<file path="config.mk">
export PLATFORM = sky130hd
export DESIGN_NAME = seq_divider
export DESIGN_NICKNAME = d
export VERILOG_FILES = /design/src/rtl/div_pkg.sv /design/src/rtl/div_sub_step.sv /design/src/rtl/seq_divider.sv
export SDC_FILE = /design/constraint.sdc
export NUM_CORES = 1
export LEC_CHECK = 0
export CORE_ASPECT_RATIO = 1.75
export CORE_MARGIN = 2
export CORE_UTILIZATION = 40
export DETAILED_ROUTE_END_ITERATION = 7
export PLACE_DENSITY_LB_ADDON = 0.12
export SETUP_SLACK_MARGIN = 0.3
export SLEW_MARGIN = 30
export SYNTH_ARGS = -nofsm -noshare
export SYNTH_HDL_FRONTEND = slang
export SYNTH_SLANG_ARGS = --single-unit
</file>
<file path="constraint.sdc">
create_clock -name clk -period 2.7 [get_ports clk]
set_clock_uncertainty 0.15 [all_clocks]
set_input_delay 0.405 -clock clk [delete_from_list [all_inputs] [get_ports clk]]
set_output_delay 0.405 -clock clk [all_outputs]
set_load 0.01 [all_outputs]
</file>
<file path="src/rtl/div_pkg.sv">
// Shared types, constants and helpers for the seq_divider radix-2 restoring divider.
// Optional feature macro: SEQ_DIVIDER_SIGNED_EN (signed DIV/REM support).
package div_pkg;

  localparam int unsigned WIDTH = 32;
  localparam int unsigned CNT_W = $clog2(WIDTH);

  // RISC-V divide-by-zero quotient
  localparam logic [WIDTH-1:0] DIV_ZERO_Q = {WIDTH{1'b1}};
  // Most negative signed value, the only dividend that can overflow
  localparam logic [WIDTH-1:0] SIGN_MIN = {1'b1, {(WIDTH-1){1'b0}}};

  typedef enum logic [1:0] {
    IDLE = 2'd0,
    CALC = 2'd1,
    DONE = 2'd2
  } state_t;

  // Two's-complement negate when neg is set; gives magnitude when neg is the sign bit
  function automatic logic [WIDTH-1:0] neg_if(input logic [WIDTH-1:0] v, input logic neg);
    neg_if = neg ? WIDTH'((~v) + WIDTH'(1)) : v;
  endfunction

endpackage

</file>
<file path="src/rtl/div_sub_step.sv">
// One restoring-division step: trial subtract of the divisor from the shifted remainder.
module div_sub_step
  import div_pkg::*;
(
  input  logic [WIDTH:0]   shifted,
  input  logic [WIDTH-1:0] divisor,
  output logic [WIDTH:0]   rem_next,
  output logic             q_bit
);

  logic [WIDTH:0] diff;

  // Bit WIDTH of the difference is the borrow: set means the trial went negative
  always_comb begin
    diff     = shifted - {1'b0, divisor};
    q_bit    = ~diff[WIDTH];
    rem_next = q_bit ? diff : shifted;
  end

endmodule

</file>
<file path="src/rtl/seq_divider.sv">
// Iterative radix-2 restoring divider (RV32M DIV/DIVU/REM/REMU), one quotient bit per cycle.
// Optional feature macro: SEQ_DIVIDER_SIGNED_EN (signed mode, magnitude conversion,
// sign fixup and the signed overflow special case). Undefined: all operations unsigned.
module seq_divider
  import div_pkg::*;
(
  input  logic             clk,
  input  logic             rst,
  input  logic             in_valid,
  output logic             in_ready,
  input  logic             is_signed,
  input  logic [WIDTH-1:0] dividend,
  input  logic [WIDTH-1:0] divisor,
  output logic             out_valid,
  input  logic             out_ready,
  output logic [WIDTH-1:0] quotient,
  output logic [WIDTH-1:0] remainder
);

  state_t           state_q, state_nxt;
  logic [CNT_W-1:0] cnt_q;
  logic [WIDTH-1:0] rem_q;   // partial remainder (top bit of the WIDTH+1 value is always 0 here)
  logic [WIDTH-1:0] dvd_q;   // dividend bits shift out at the top, quotient bits shift in at the bottom
  logic [WIDTH-1:0] dvs_q;
  logic             neg_q_q;
  logic             neg_r_q;

  logic             sgn_c;
  logic             ovf_c;
  logic             dz_c;
  logic [WIDTH:0]   shifted_c;
  logic [WIDTH:0]   step_rem_c;
  logic             step_q_c;
  logic [WIDTH-1:0] q_raw_c;
  logic             in_ready_nxt;
  logic             out_valid_nxt;
  logic             unused_bits;

`ifdef SEQ_DIVIDER_SIGNED_EN
  assign sgn_c = is_signed;
  assign ovf_c = is_signed && (dividend == SIGN_MIN) && (divisor == {WIDTH{1'b1}});
  assign unused_bits = step_rem_c[WIDTH];
`else
  assign sgn_c = 1'b0;
  assign ovf_c = 1'b0;
  assign unused_bits = ^{step_rem_c[WIDTH], is_signed};
`endif

  assign dz_c      = (divisor == '0);
  assign shifted_c = {rem_q, dvd_q[WIDTH-1]};
  assign q_raw_c   = {dvd_q[WIDTH-2:0], step_q_c};

  div_sub_step u_step (
    .shifted  (shifted_c),
    .divisor  (dvs_q),
    .rem_next (step_rem_c),
    .q_bit    (step_q_c)
  );

  // State register
  always_ff @(posedge clk) begin
    if (rst) state_q <= IDLE;
    else     state_q <= state_nxt;
  end

  // Next-state logic
  always_comb begin
    state_nxt = state_q;
    case (state_q)
      IDLE: if (in_valid) state_nxt = (dz_c || ovf_c) ? DONE : CALC;
      CALC: if (cnt_q == '0) state_nxt = DONE;
      DONE: if (out_ready) state_nxt = IDLE;
      default: state_nxt = IDLE;
    endcase
  end

  // Next values of the registered handshake outputs
  always_comb begin
    in_ready_nxt  = 1'b0;
    out_valid_nxt = 1'b0;
    if (state_nxt == IDLE) in_ready_nxt  = 1'b1;
    if (state_nxt == DONE) out_valid_nxt = 1'b1;
  end

  // Datapath, counter and output registers
  always_ff @(posedge clk) begin
    if (rst) begin
      cnt_q     <= '0;
      rem_q     <= '0;
      dvd_q     <= '0;
      dvs_q     <= '0;
      neg_q_q   <= 1'b0;
      neg_r_q   <= 1'b0;
      quotient  <= '0;
      remainder <= '0;
      in_ready  <= 1'b1;
      out_valid <= 1'b0;
    end else begin
      in_ready  <= in_ready_nxt;
      out_valid <= out_valid_nxt;
      case (state_q)
        IDLE: begin
          if (in_valid) begin
            if (dz_c) begin
              quotient  <= DIV_ZERO_Q;
              remainder <= dividend;
            end else if (ovf_c) begin
              quotient  <= dividend;
              remainder <= '0;
            end else begin
              rem_q   <= '0;
              dvd_q   <= neg_if(dividend, sgn_c & dividend[WIDTH-1]);
              dvs_q   <= neg_if(divisor, sgn_c & divisor[WIDTH-1]);
              cnt_q   <= CNT_W'(WIDTH - 1);
              neg_q_q <= sgn_c & (dividend[WIDTH-1] ^ divisor[WIDTH-1]);
              neg_r_q <= sgn_c & dividend[WIDTH-1];
            end
          end
        end
        CALC: begin
          rem_q <= step_rem_c[WIDTH-1:0];
          dvd_q <= q_raw_c;
          if (cnt_q == '0) begin
            quotient  <= neg_if(q_raw_c, neg_q_q);
            remainder <= neg_if(step_rem_c[WIDTH-1:0], neg_r_q);
          end else begin
            cnt_q <= cnt_q - CNT_W'(1);
          end
        end
        default: ;
      endcase
    end
  end

endmodule

</file>
# == Word-level counts from Yosys, hierarchy flattened ==
# Cells that the tools add are included.
# op_classes
bitwise,2
n_eq_ne,8
reduce_logical,9
addsub,2
n_mux,26
# op_table
cell,count
$mux W32,11
$pmux W32 S2,4
$sub A33 B32 Y33,1
$logic_not A32 Y1,1
$mux W5,3
$ne A2 B2 Y1 const B,5
$pmux W5 S2,1
$mux W2,4
$reduce_and A4 Y1,2
$pmux W2 S3,1
$reduce_and A3 Y1,2
$logic_not A5 Y1,1
$sub A5 B1 Y5 const B,1
$eq A2 B2 Y1 const B,2
$logic_not A2 Y1,2
$eq A2 B1 Y1 const B,1
$mux W1,2
$not A1 Y1,2
$reduce_bool A2 Y1,1
# totals
inputBits,69
word_cells,56
output_inout_bits,66
ff_bits,169

# == Depth between registers and ports, before layout ==
# logic_depth
ltp_word,6
mapped_depth,14
depth_no_buf,12

# == By module ==
# From an unflattened synthesis, not the netlist that was laid out.
# unflattened
cells_unflattened,1135
hier_area_um2,9422.8
# modules_own_cells
module,area_per_inst_um2,seq_area_each_um2,instances,cells_each
seq_divider,6961.7,3383.2,1,779
div_sub_step,2461.1,0.0,1,356

# == Least setup slack after synthesis ==
# OpenSTA, ideal clock, no wires.
# synth_path
path_type,register to register
from,register dvd_q[31]
to,register rem_q[22]
arrival_time_ns,2.657
required_time_ns,2.422
setup_time_ns,0.128
stages_incl_launch_ff,14
synth_period_minus_slack_ns,2.934
n_path_buf,1
setup_slack_ns,-0.234
path_cell_list,dfxtp_1 -> inv_1 -> ha_1 -> fa_1 -> nand2b_1 -> a21oi_1 -> o31a_1 -> a31oi_1 -> a21oi_2 -> xnor2_2 -> buf_6 -> mux2_2 -> a22oi_1 -> nor2_1
# synth_via
elab_chain_cells,3
# synth_rtl
element,line,rtl
from (decl),seq_divider.sv:23,logic [WIDTH-1:0] dvd_q;
from (signal assigned),seq_divider.sv:112,"dvd_q <= neg_if(dividend, sgn_c & dividend[WIDTH-1]);"
from (signal assigned),seq_divider.sv:122,dvd_q <= q_raw_c;
$sub A33 B32 Y33,div_sub_step.sv:15,"diff = shifted - {1'b0, divisor};"
$mux W32,div_sub_step.sv:17,rem_next = q_bit ? diff : shifted;
$pmux W32 S2,seq_divider.sv:101,case (state_q)
to (signal assigned),seq_divider.sv:121,rem_q <= step_rem_c[WIDTH-1:0];
to (decl),seq_divider.sv:22,logic [WIDTH-1:0] rem_q;
# No other way between the ends.
# A chain may end at the register's enable or synchronous reset.

# == Worst setup path after layout ==
# layout_path
from,register dvd_q[31]
to,register remainder[19]
# layout_via
elab_chain_cells,4
# layout_rtl
element,line,rtl
$sub A33 B32 Y33,div_sub_step.sv:15,
$mux W32,div_sub_step.sv:17,
$mux W32,seq_divider.sv:123,if (cnt_q == '0) begin
$pmux W32 S2,seq_divider.sv:101,
to (signal assigned),seq_divider.sv:106,remainder <= dividend;
to (signal assigned),seq_divider.sv:125,"remainder <= neg_if(step_rem_c[WIDTH-1:0], neg_r_q);"
to (decl),seq_divider.sv:17,output logic [WIDTH-1:0] remainder
# No other way between the ends. The select of a mux whose other input is x is not followed.

==> run metrics <==
status=finished with violations; failing checks=negative setup slack; Post-Place Cell Area=0.0119 mm2; share of layout cells above drive strength 1=30.8%; Tot Pwr=22.9 mW; WS Path Type=flip-flop to flip-flop; synth-to-layout area growth=62.5%; Layout Nets=1,554; largest net degree at the start of global routing=79; Starting Density=40.5%; ys async rst share=0%; CP startpoint kind=flip-flop; Final ANT Viol Nets=0; Core Footprint=0.0213 mm2; Pleak=5.65 nW; initial antenna violation count=0; drt initial violations=503; CP arrival=3.24 ns; Final Setup Violations=66; worst-case hold slack=0.0876 ns; clock-pin slew on the worst setup and hold paths=0.07 ns; hold path depth=3; # diodes=0; CP peak stage delay=0.38 ns; TNS Setup=-15.42 ns; vias per cell=5.49; Syn Inst Count=1,124; unrepaired setup endpoints after global routing=yes; Synth Flop Type=dfxtp_1; hold path startpoint=divisor[3]; I/O pin total=135; CTS max path bufs=2; gr ovfl total=0; power per cell area=1630 mW/mm2; reg2reg end=remainder[19]; Slew Limit Fails=0; Worst-Skew Late Latency=0.43 ns; IO Port Bufs=133; placed insts=1,642; final core utilization=65.8%; DIE WIDTH=115 um; top cell type's share of synthesized area=39.2%; internal reg-to-reg setup slack=-0.35 ns; clk sink count=169; synth unique cells=60; global-route wire length before repair=45.6 mm; top post-synthesis cells by area=dfxtp_1 39%, nand2_1 8.5%, nor2_1 6.7%; Tmin final=3.05 ns; Fillers=1,790; drt drc=0; wire per inst=17.1 um; Mean Syn Cell Area=7.68 um2; cells on worst reg2reg path=13; clock tree root buffer cell=clkbuf_16; H-Tree Depth=4; Seq/Total Area, Yosys=39.2%; Yosys top cell by area=dfxtp_1; WP data required=2.89 ns; Final WS setup=-0.354 ns; Die Area=0.0228 mm2; Slew Limit Headroom=66.8%; Placement Setup Slack=-0.468 ns; worst path cell trace=inv_2, ha_4, fa_2, nand2b_4, a21oi_2, o31a_1, a31oi_2, a21oi_4, xnor2_4, buf_4, buf_6, o41a_1, a311oi_2; CTS tree=done; Post-DP HPWL=20.2 mm; Overall Global Routing Usage=25.2%; crit path buf inv count=3; synthesized area=0.00863 mm2; post-route cell area=0.0140 mm2; syn_nets=1,227; Fmax achieved=327 MHz; Std-Cell Rows=71; placer congestion estimate=0.879; CTS Buf Count=17; Worst path slowest cell=o41a_1; worst min-delay path category=input pin to flip-flop; vias in the first global route=9,160; Cell Count, Final, Fillers Out=1,719; crit end category=flip-flop; die span in y=198 um; Yosys warning total=0; hold buffers post-CTS=0; CP max FO=5; period utilization=113%; Top delay family on crit path=compound AO/OA/AOI/OAI gates; total wire length=29.4 mm; endpoints failing hold=0; VDD IR-drop max=0.000908 V; Post-synth EDFFs=0; reg2reg start=dvd_q[31]; First-pass DRT Iterations=5; routed vias=9,434; Max Cap Viol=0; Hold EP=dvs_q[3]; Worst Tran Pin Value=0.498 ns; Synth Register Bits=169
[tightest hold or removal path, stage by stage]
cell      delay, ns
clkbuf_2       0.11
nand2_1        0.06
a21oi_1        0.05
[cells in the mapped netlist (5+ instances only)]
master,n
a211o_1,5
a211oi_1,42
a21o_1,13
a21oi_1,105
a311oi_1,55
a31oi_1,26
and3_1,5
buf_2,10
clkbuf_1,62
dfxtp_1,169
ha_1,33
inv_1,46
nand2_1,195
nand2b_1,8
nand3_1,12
nand4_1,6
nor2_1,154
nor3_1,26
nor4_1,12
o21a_1,7
o21ai_0,39
or3_1,8
xnor2_1,18
xor2_1,8
[area by class of cell]
type	count	area (um2)	share of cell area [%]
inverters	46	175	1.25
flip-flops and latches	169	3400	24.2
well taps	255	319	2.27
multi-input cells	832	5810	41.4
repair buffers	385	3780	27.0
clock inverters	14	118	0.839
clock buffers	18	429	3.06
[worst max-delay path by stage]
stage                start       endpoint  slack [ns]  cells past startpoint
2_1_floorplan    dvd_q[31]      rem_q[22]       -0.04                     13
3_3_place_gp   divisor[31]       cnt_q[0]       -0.42                     12
3_5_place_dp   divisor[31]       cnt_q[0]       -0.47                     12
4_1_cts          dvd_q[31]   remainder[8]       -0.34                     13
5_1_grt          dvd_q[31]  remainder[19]       -0.46                     13
6_report         dvd_q[31]  remainder[19]       -0.35                     13
[what timing repair did]
item	CTS	global route
endpoints found under the hold margin	0	0
endpoints found under the setup margin	104	99
gates cloned	10	2
resized for setup	121	145
setup buffers	23	10
pin swaps	70	50
[state kept, by name (all words and copies together), names as in the netlist]
name / cells
out_valid: 1
dvs_q: 32
cnt_q: 5
remainder: 32
quotient: 32
in_ready: 1
dvd_q: 32
state_q: 2
rem_q: 32
[layout by cell type (no fill, tap or decap), types with 18 or more instances in the layout]
| cell | netlist | layout |
|---|---|---|
| a21oi_2 | 1 | 20 |
| buf_6 | 2 | 27 |
| dfxtp_1 | 169 | 158 |
| ha_1 | 33 | 24 |
| a21oi_1 | 105 | 78 |
| a311oi_1 | 55 | 43 |
| buf_4 | 0 | 197 |
| o21ai_0 | 39 | 27 |
| nor2_1 | 154 | 147 |
| clkdlybuf4s50_1 | 0 | 100 |
| clkbuf_16 | 0 | 18 |
| nand2_1 | 195 | 192 |
| inv_1 | 46 | 43 |
| a211oi_1 | 42 | 27 |
[power by group]
group / internal, mW / switching (mW)
registers: 2.89 / 0.380
clock network: 1.20 / 1.11
logic: 8.88 / 8.40
total: 13.0 / 9.89
[per-layer routing]
layer | routed length (um) | global-route usage (%)
met3 | 1030 | 3.89
met2 | 15700 | 46.1
met1 | 11800 | 29.0
met4 | 870 | 9.28
met5 | 0 | 0
[cell families (layout without fill, tap and decap cells)]
group                    count (synthesis)  in the layout  share of synthesized area [%]
multiplexers                             4              4                          0.478
flip-flops                             169            169                           39.2
AO/OA/AOI/OAI                          329            330                           25.4
buffers and inverters                  124            463                           5.71
XOR/XNOR                                27             27                           2.83
AND/OR/NAND/NOR                        437            437                           21.4
adder cells (fa/ha/maj)                 34             34                           5.02
No activity file was read; power rests on OpenSTA's default activity.
